[src/rtl/contador_paquetes_param.sv]
// contador_paquetes_param: word counter and register-select for packet
// assembly, with completion handshake, abort and optional auto-restart.
module contador_paquetes_param #(
  parameter int SEL_W        = 2,
  parameter int N_WORDS      = 4,
  parameter int AUTO_RESTART = 0,
  parameter int PKT_W        = 8
) (
  input  logic             clk,
  input  logic             rst,
  input  logic             start,
  input  logic             ena,
  input  logic             abort,
  input  logic             ack,
  output logic [SEL_W-1:0] sel,
  output logic             ocupado,
  output logic             listo,
  output logic             listo_pulse,
  output logic [PKT_W-1:0] paquetes
);

  if (SEL_W < 1 || N_WORDS < 1 || N_WORDS > (1 << SEL_W)) begin : g_bad_param
    $error("contador_paquetes_param: illegal SEL_W/N_WORDS");
  end

  typedef enum logic [1:0] {
    IDLE   = 2'd0,
    CUENTA = 2'd1,
    LISTO  = 2'd2
  } estado_t;

  localparam logic [SEL_W-1:0] LAST = SEL_W'(N_WORDS - 1);

  estado_t          state_q, state_d;
  logic [SEL_W-1:0] sel_q, sel_d;
  logic [PKT_W-1:0] pkt_q, pkt_d;
  logic             pulse_q, pulse_d;
  logic             ocupado_q, ocupado_d;
  logic             listo_q, listo_d;

  // next-state, word index, packet count and completion strobe
  always_comb begin
    state_d = state_q;
    sel_d   = sel_q;
    pkt_d   = pkt_q;
    pulse_d = 1'b0;
    case (state_q)
      IDLE: begin
        if (start) begin
          state_d = CUENTA;
          sel_d   = '0;
        end
      end
      CUENTA: begin
        if (abort) begin
          state_d = IDLE;
          sel_d   = '0;
        end else if (ena) begin
          if (sel_q == LAST) begin
            sel_d   = '0;
            pkt_d   = pkt_q + 1'b1;
            pulse_d = 1'b1;
            if (AUTO_RESTART == 0) state_d = LISTO;
          end else begin
            sel_d = sel_q + 1'b1;
          end
        end
      end
      LISTO: begin
        if (ack) begin
          state_d = start ? CUENTA : IDLE;
          sel_d   = '0;
        end
      end
      default: begin
        state_d = IDLE;
        sel_d   = '0;
      end
    endcase
    ocupado_d = (state_d == CUENTA);
    listo_d   = (state_d == LISTO);
  end

  // state and registered outputs; rst overrides everything
  always_ff @(posedge clk) begin
    if (rst) begin
      state_q   <= IDLE;
      sel_q     <= '0;
      pkt_q     <= '0;
      pulse_q   <= 1'b0;
      ocupado_q <= 1'b0;
      listo_q   <= 1'b0;
    end else begin
      state_q   <= state_d;
      sel_q     <= sel_d;
      pkt_q     <= pkt_d;
      pulse_q   <= pulse_d;
      ocupado_q <= ocupado_d;
      listo_q   <= listo_d;
    end
  end

  assign sel         = sel_q;
  assign ocupado     = ocupado_q;
  assign listo       = listo_q;
  assign listo_pulse = pulse_q;
  assign paquetes    = pkt_q;

endmodule

[config.mk]
export PLATFORM = sky130hd
export DESIGN_NAME = contador_paquetes_param
export DESIGN_NICKNAME = d
export VERILOG_FILES = /design/src/rtl/contador_paquetes_param.sv
export SDC_FILE = /design/constraint.sdc
export NUM_CORES = 1
export LEC_CHECK = 0
export ABC_AREA = 1
export CAP_MARGIN = 20
export CORE_UTILIZATION = 41
export CTS_CLUSTER_DIAMETER = 30
export DETAILED_ROUTE_END_ITERATION = 10
export GPL_TIMING_DRIVEN = 1
export PLACE_DENSITY = 0.8
export RECOVER_POWER = 50
export SLEW_MARGIN = 20
export SYNTH_ARGS = -nofsm -noshare
export SYNTH_HDL_FRONTEND = slang
export SYNTH_SLANG_ARGS = --single-unit
[constraint.sdc]
create_clock -name clk -period 1.3 [get_ports clk]
set_clock_uncertainty 0.1 [all_clocks]
set_input_delay 0.26 -clock clk [delete_from_list [all_inputs] [get_ports clk]]
set_output_delay 0.26 -clock clk [all_outputs]
set_load 0.1 [all_outputs]
======== Yosys cells after proc, flatten, opt, wreduce, memory -nomap -nowiden ========
Index checks and enable logic that the tools add are counted.
cells by class
  $add $sub $neg .......................... 2
  multiply operators ...................... 0
  divide/modulo/power cells ............... 0
  magnitude comparators ................... 0
  equal/unequal tests ..................... 8
  shift-type cells ........................ 0
  mux-type cells .......................... 14
  bitwise logic cells ..................... 3
  reduce and logical (&&, ||, !) cells .... 4
operators with widths
  kind                                                                   number
  2-bit two-way mux                                                      10
  2-bit one-hot mux with 3 select lines                                  2
  8-bit by 1-bit adder with 8-bit output, second input constant          1
  2-bit equality test, second input constant                             3
  2-bit by 1-bit equality test with 1-bit output, second input constant  2
  2-bit != test, second input constant                                   2
  4-bit AND reduction                                                    1
  4-bit OR reduction                                                     1
  3-bit != test, second input constant                                   1
  1-bit inverter                                                         3
  3-bit AND reduction                                                    1
  2-bit by 1-bit adder with 2-bit output, second input constant          1
  2-bit logical NOT                                                      1
  1-bit two-way mux                                                      2
word-level totals
  flip-flop bits (word level) ............. 15
  latch bits .............................. 0
  memory bits (writable) .................. 0
  bits in read-only memories .............. 0
  input bits .............................. 6
  output and inout port bits .............. 13
  word-level logic and storage cells ...... 37
  memories kept ........................... 0

======== Longest topological paths before layout ========
Gate-level depths: netlist (run 1).
  depth in word-level cells ............... 6
  depth in mapped cells ................... 7
  mapped depth without buffers ............ 7

======== Worst setup path before layout (run 1) ========
Ideal clock, no wire load.
  path kind ............................... reg2reg
  start ................................... register sel_q[0], in the netlist sel[0]
  end ..................................... register pkt_q[4], in the netlist paquetes[4]
  library setup time ...................... 119 ps
  arrival time ............................ 1,852 ps
  path slack .............................. -771 ps
  stages on the path, launching flop included .. 8
  path buffers ............................ 1
  cell sequence ........................... dfxtp_1 ha_1 nand3_2 nor2_4 buf_6 nand3_1 nand2_1 nor2_1
on the way
  longest elaborated chain between the ends .. 2
RTL lines
  element                               RTL line  RTL
  start: declaration                    35        logic [SEL_W-1:0] sel_q, sel_d;
  start signal: assignment              95        sel_q <= sel_d;
  2-bit equality test                   59        if (sel_q == LAST) begin
  4-bit AND reduction (no source line)  --
  end signal: assignment                96        pkt_q <= pkt_d;
  end: declaration                      36        logic [PKT_W-1:0] pkt_q, pkt_d;
Every way passes these cells.
A chain may end at the register's enable or synchronous reset.

======== Worst setup path after layout (run 1) ========
  start ................................... register sel_q[0], in the netlist sel[0]
  end ..................................... register pkt_q[1], in the netlist paquetes[1]
Same word-level chain as after synthesis.

==> results of run 1 <==
[power by group through the flow]
stage / sequential (mW) / clock [mW] / combinational, mW
2_1_floorplan: 0.530 / 0 / 0.0438
3_3_place_gp: 0.477 / 0 / 0.172
3_5_place_dp: 0.478 / 0 / 0.177
4_1_cts: 0.468 / 0.281 / 0.182
5_1_grt: 0.470 / 0.307 / 0.199
6_report: 0.468 / 0.280 / 0.186
[repair_timing]
action	4_1_cts	5_1_grt
resized for setup	2	16
pin swaps	1	12
setup buffers	1	2
gates cloned	0	1
setup endpoints to repair	10	14
[cell usage in the layout, fill, tap and decap left out, drive strengths merged]
cell type      synthesis  final
nand2                 24     24
buf                    1     23
nor2                  20     20
dfxtp                 15     15
inv                   15     14
nand3                 11     11
a21oi                  9      9
clkdlybuf4s50          0      5
clkbuf                 0      5
nand4                  2      2
ha                     2      2
nand3b                 1      1
nor3                   1      1
clkinv                 1      1
clkinvlp               0      1
o211ai                 1      1
o21ai                  1      1
[kinds of logic (layout without fill, tap and decap cells)]
logic type / after synthesis / after routing / synth area share (%)
fa+ha+maj: 2 / 2 / 3.47
buf+inv: 17 / 49 / 9.89
simple gates: 59 / 59 / 36.5
flops: 15 / 15 / 41.7
compound gates: 11 / 11 / 8.51
[metal layers]
| metal | vias up | wire length [microns] | track usage (%) |
|---|---|---|---|
| met5 | - | 0 | 0 |
| met3 | 4 | 91 | 6.25 |
| met2 | 17 | 1000 | 34.3 |
| li1 | 396 | - | - |
| met1 | 363 | 809 | 22.8 |
| met4 | 0 | 22 | 8.48 |
[state kept, by name, summed over array words and instances, names as in the netlist]
name and cells:
listo 1, listo_pulse 1, state_q 2, paquetes 8, sel 2, ocupado 1
[final timing paths]
check / endpoint / depth (start not counted)
setup / recovery: paquetes[1]$_SDFFE_PP0P_ / 7
hold / removal: paquetes[3]$_SDFFE_PP0P_ / 2
setup reg to reg: paquetes[1]$_SDFFE_PP0P_ / 7
hold reg to reg: paquetes[3]$_SDFFE_PP0P_ / 2
[worst register-to-register path, stage by stage (launching register included)]
cell,delay [ns]
dfxtp_4,0.38
ha_4,0.15
nand3_4,0.07
nor2_4,0.14
buf_12,0.15
clkinvlp_4,0.12
nor2_2,0.12
nor2_1,0.04
[area by class of cell]
class                   instances  area share [%]
well taps                      16            1.59
flip-flops and latches         15            26.3
clock buffers                   4            2.09
repair buffers                 29            31.0
inverters                      16            5.06
multi-input cells              72            34.0
==> flow_metrics.env, run 1 <==
export IMPL_cp_arrival_ns=1.46
export IMPL_ys_seq_elements=15
export IMPL_fin_crit_sh_pct=105
export IMPL_fmax_mhz=729
export IMPL_ys_seq_area_share_pct=41.7
export IMPL_max_slew_margin_pct=80.2
export IMPL_drc=0
export IMPL_power_frac_seq_pct=50.1
export IMPL_max_stage_delay_ns=0.38
export IMPL_hold_class="flip-flop to flip-flop"
export IMPL_fp_dieH_microns=43.9
export IMPL_cp_max_fo=8
export IMPL_swShare_pct=29.8
export IMPL_register_area_sq_um=332
export IMPL_criticalPathCategory="flip-flop to flip-flop"
export IMPL_worstReg2RegStart="sel[0]$_SDFFE_PP0P_"
export IMPL_instances_no_fill=152
export IMPL_reg2reg_slack_ns=-0.07
export IMPL_dpl_cell_area_sq_um=1150
export IMPL_start_util_pct=45.7
export IMPL_synthArstFlopShare_pct=0
export IMPL_drtAntennaViolNets=0
export IMPL_end_kind="flip-flop"
export IMPL_cp_top_family="flip-flops"
export IMPL_fin_crit_ns=1.37
export IMPL_synth_avg_cell_area_sq_um=6.93
export IMPL_p_int_uw=655
export IMPL_grt_pass1_vias=666
export IMPL_finalPower_uw=934
export IMPL_track_usage_pct=20.0
export IMPL_cts_tree="built"
export IMPL_routed_wl_mm=1.92
export IMPL_cts_hold_buffers_added=0
export IMPL_grt_overflow_total=0
export IMPL_n_antenna_cell=0
export IMPL_cts_sinks=15
export IMPL_synth_top_cell_area_share_pct=41.7
export IMPL_fillers=94
export IMPL_drt_iter0_markers=17
export IMPL_synth_flop_cell="dfxtp_1"
export IMPL_tightest_slew_ns=0.296
export IMPL_yosysUniqueCellTypes=20
export IMPL_die_x_microns=43.9
export IMPL_slew_viol_final=0
export IMPL_synth_top_cell_by_area="dfxtp_1"
export IMPL_finalSetupTns_ns=-0.204
export IMPL_clk_pin_slew_ns=0.09
export IMPL_layout_drive_gt1_share_pct=42.6
export IMPL_grt_pass1_wl_mm=2.80
export IMPL_synth_top_cells_by_count="nand2_1, nor2_1, dfxtp_1, inv_1, nand3_1"
export IMPL_critPathBufInv=2
export IMPL_dp_hpwl_mm=1.18
export IMPL_synth_fp_nets=112
export IMPL_worstPathRequired_ns=1.39
export IMPL_pin_count=19
export IMPL_rows=14
export IMPL_antenna_found_initial=0
export IMPL_violations="setup timing"
export IMPL_cp_start_kind="flip-flop"
export IMPL_comb_power_share_pct=19.9
export IMPL_core_area_sq_um=1580
export IMPL_setup_slack_ns=-0.0714
export IMPL_cts_max_level=1
export IMPL_nets=145
export IMPL_synth_area_top_cells="dfxtp_1, nand2_1, nor2_1"
export IMPL_dp_cells=144
export IMPL_p_sw_uw=278
export IMPL_clkPwrFrac_pct=30.0
export IMPL_rsz0062_at_grt="yes"
export IMPL_multi_input_comb_area_sq_um=428
export IMPL_maxCapViolations=0
export IMPL_critPathSlowestCell="dfxtp_4"
export IMPL_cellLeakagePower_nw=0.511
export IMPL_peakVddDrop_mv=0.735
export IMPL_synth_warning_count=0
export IMPL_crit_path_start="sel[0]$_SDFFE_PP0P_"
export IMPL_timing_hold_ws_ns=0.413
export IMPL_syn_to_final_growth_pct=74.8
export IMPL_clk_insertion_delay_late_ns=0.30
export IMPL_firstDrtPassIters=6
export IMPL_synthCells=104
export IMPL_yosysMostFrequentCell="nand2_1"
export IMPL_setup_viol=4
export IMPL_cts_path_max_buffers=2
export IMPL_postLayoutCoreUtil_pct=79.9
export IMPL_status="complete, but fails checks"
export IMPL_final_hold_viol_count=0
export IMPL_worstHoldStart="paquetes[3]$_SDFFE_PP0P_"
export IMPL_root_buffer="clkbuf_4"
export IMPL_cts_buffers=3
export IMPL_die_area_sq_um=1930
export IMPL_grt_max_degree=16
export IMPL_post_drt_wl_per_cell_microns=12.7
export IMPL_gp_congestion=0.847
export IMPL_synth_edf_count=0
export IMPL_viasPerCell=5.13
export IMPL_path_cells="ha_4, nand3_4, nor2_4, buf_12, clkinvlp_4, nor2_2, nor2_1"
export IMPL_powerDensity_nw_per_um2=741
export IMPL_port_buffers=18
export IMPL_netlist_area_sq_um=721
export IMPL_vias=780
export IMPL_design_area_sq_um=1260
export IMPL_pre_cts_ws_ns=-0.328
Power figures use the tool's default switching activity.
==> run 2, diff against run 1 <==
--- a/config.mk
+++ b/config.mk
@@ -6,7 +6,6 @@
 export NUM_CORES = 1
 export LEC_CHECK = 0
 export ABC_AREA = 1
-export CAP_MARGIN = 20
 export CORE_UTILIZATION = 41
 export CTS_CLUSTER_DIAMETER = 30
 export DETAILED_ROUTE_END_ITERATION = 10
==> results of run 2 <==
No change in the layout: final DEF, timing and power equal those of run 1.
==> RTL edit: new RTL, settings of run 2 <==
Make the reset (`rst`) asynchronous in one clocked block.
--- a/src/rtl/contador_paquetes_param.sv
+++ b/src/rtl/contador_paquetes_param.sv
@@ -84,3 +84,3 @@
   // state and registered outputs; rst overrides everything
-  always_ff @(posedge clk) begin
+  always_ff @(posedge clk or posedge rst) begin
     if (rst) begin
Behaviour: differs if rst is asserted again (counterexample within 4 cycles, from zero or initial values and one cycle with rst high); with rst held inactive, the same outputs for 10 cycles.
==> RTL edit against run 2 <==
- the flow still finishes with violations (negative setup slack)
- largest cell class is now buffers
- final area grew 13%
- synthesized cell count decreased by 8.7%
- routed wire length up 7.5%
- sequential cell count stayed put
- non-clock buffer count up 11
- setup slack got worse by 0.053 ns
- synthesized area is 6.4% higher
- final cell count grew 7.2%
- critical path type is now flop to primary output
Power is not compared: it rests on default switching activity, and its combinational part moved more than twofold at a synthesized area within 25%.
==> RTL edit: results (changes against run 2) <==
Logic synthesis
  – Mean post-synth cell area: 8.07 sq um (was 6.93 sq um)
  – Xor/xnor share of the synthesized area: 0.0440 (was 0)
  – Ys flop type: dfrtp_1 (was dfxtp_1)
  – Seq/Total Area, Yosys: 0.489 (was 0.417)
  – Yosys cell types: 18 (was 20)
  – Synth Area in Compound Gates: 0.0392 (was 0.0851)
  – Nets in the synthesized netlist: 103 (was 112)
  – Multiplexer share of the synthesized area: 0 (unchanged)
  – Synth cell count leaders: nand2_1 (38), dfrtp_1 (15), inv_1 (9) (was nand2_1 (23), nor2_1 (18), dfxtp_1 (15))
  – Synthesized-area fraction occupied by adder cells: 0.0326 (was 0.0347)
  – Post-synth ARST share: 1.00 (was 0)
  – Top post-synthesis cells by area: dfrtp_1 (49%), nand2_1 (19%), inv_1 (4.4%) (was dfxtp_1 (42%), nand2_1 (12%), nor2_1 (9.4%))

Global route
  – Largest net degree at the start of global routing: 16 (unchanged)
  – Global-route wire length before repair: 3010 um (was 2800 um)
  – Global Route Usage Sum: 0.206 (was 0.200)
  – Vias in the first global route: 733 (was 666)
  – Initial antenna violation count: 0 (unchanged)

Critical path
  – CP Max Fanout: 2 (was 8)
  – Worst reg2reg startpoint: sel[1] (was sel[0])
  – Largest delay share family, worst path: flip-flops (unchanged)
  – Max incr delay on CP: 0.50 ns (was 0.38 ns)
  – WS Path Type: flop to primary output (was flop to flop)
  – Slowest stage cell, crit path: dfrtp_4 (was dfxtp_4)
  – Critical path data arrival time: 1.06 ns (was 1.46 ns)

Pwr
  – Lkg Pwr: 0.647 nW
  – Switch Pwr: 0.000389 W
  – Max VDD drop: 0.893 mV
  – Logic gate share of total power: 0.333
  – Clk power: 0.000257 W

Route
  – Detailed Route Iter0 Violations: 9 (was 17)
  – Vias: 799 (was 780)
  – DR pass1 iterations: 4 (was 6)
  – Drt wl/cell: 12.7 um (about the same)

Placed design
  – HPWL Detailed: 1290 um (was 1180 um)
  – Port buffer count: 18 (unchanged)
  – Placement Setup Slack: -0.229 ns (was -0.328 ns)
  – Placed cell area: 1250 sq um (was 1150 sq um)
  – GPL Wtd Cong: 0.867 (was 0.847)
  – Post-Place Cells: 149 (was 144)

Clock tree
  – Reg clk slew, reported paths: 0.08 ns
  – CTS buffer count: 3 (unchanged)
  – Root Driver: clkbuf_4 (unchanged)
  – Worst skew pair latency: 0.28 ns (was 0.30 ns)

Cells and area
  – Fillers: 111 (was 94)
  – Antenna Cells: 0 (unchanged)
  – Finished Layout Cells: 163 (was 152)
  – Max reg flops: 8 (unchanged)
  – Share of cells above drive strength 1: 0.478 (was 0.426)

Timing
  – Rel. slew slack: 0.478 (was 0.802)
  – Setup TNS: -0.549 ns (was -0.204 ns)
  – PnR worst setup slack: -0.124 ns (was -0.0714 ns)
  – Final setup viols: 10 (was 4)

Status
  – Status: finished with violations (unchanged)
  – Failing checks: negative setup slack (unchanged)

Worst hold path
  – Worst min-delay path category: input port to async pin (was flop to flop)
-- RTL edit: area by class of cell --
class                   instances  area [sq um]  area share
clock buffers                   4          26.3      0.0185
multi-input cells              69           415       0.292
well taps                      25          31.3      0.0220
repair buffers                 40           507       0.357
flip-flops and latches         15           404       0.284
inverters                      10          37.5      0.0264
-- RTL edit: timing repair --
action | CTS | global route
buffers inserted | 7 | 4
resized for setup | 6 | 16
gates cloned | 0 | 0
pin swaps | 0 | 4
endpoints found under the setup margin | 9 | 20
-- RTL edit: per-layer routing --
layer,wire (um),vias up,global-route usage
met5,0,-,0
met4,64,0,0.0545
met3,91,9,0.0360
met2,1150,27,0.394
met1,759,379,0.232
li1,-,384,-
-- RTL edit: worst paths after layout --
kind	to	slack, ns	cells past startpoint
worst min register to register	ocupado	0.43	1
worst max register to register	paquetes[7]	-0.02	7
worst min-delay path	state_q[1]	0.38	3
max in group asynchronous	paquetes[4]	0.14	3
min in group clk	ocupado	0.43	1
worst max-delay path	sel[1]	-0.12	2
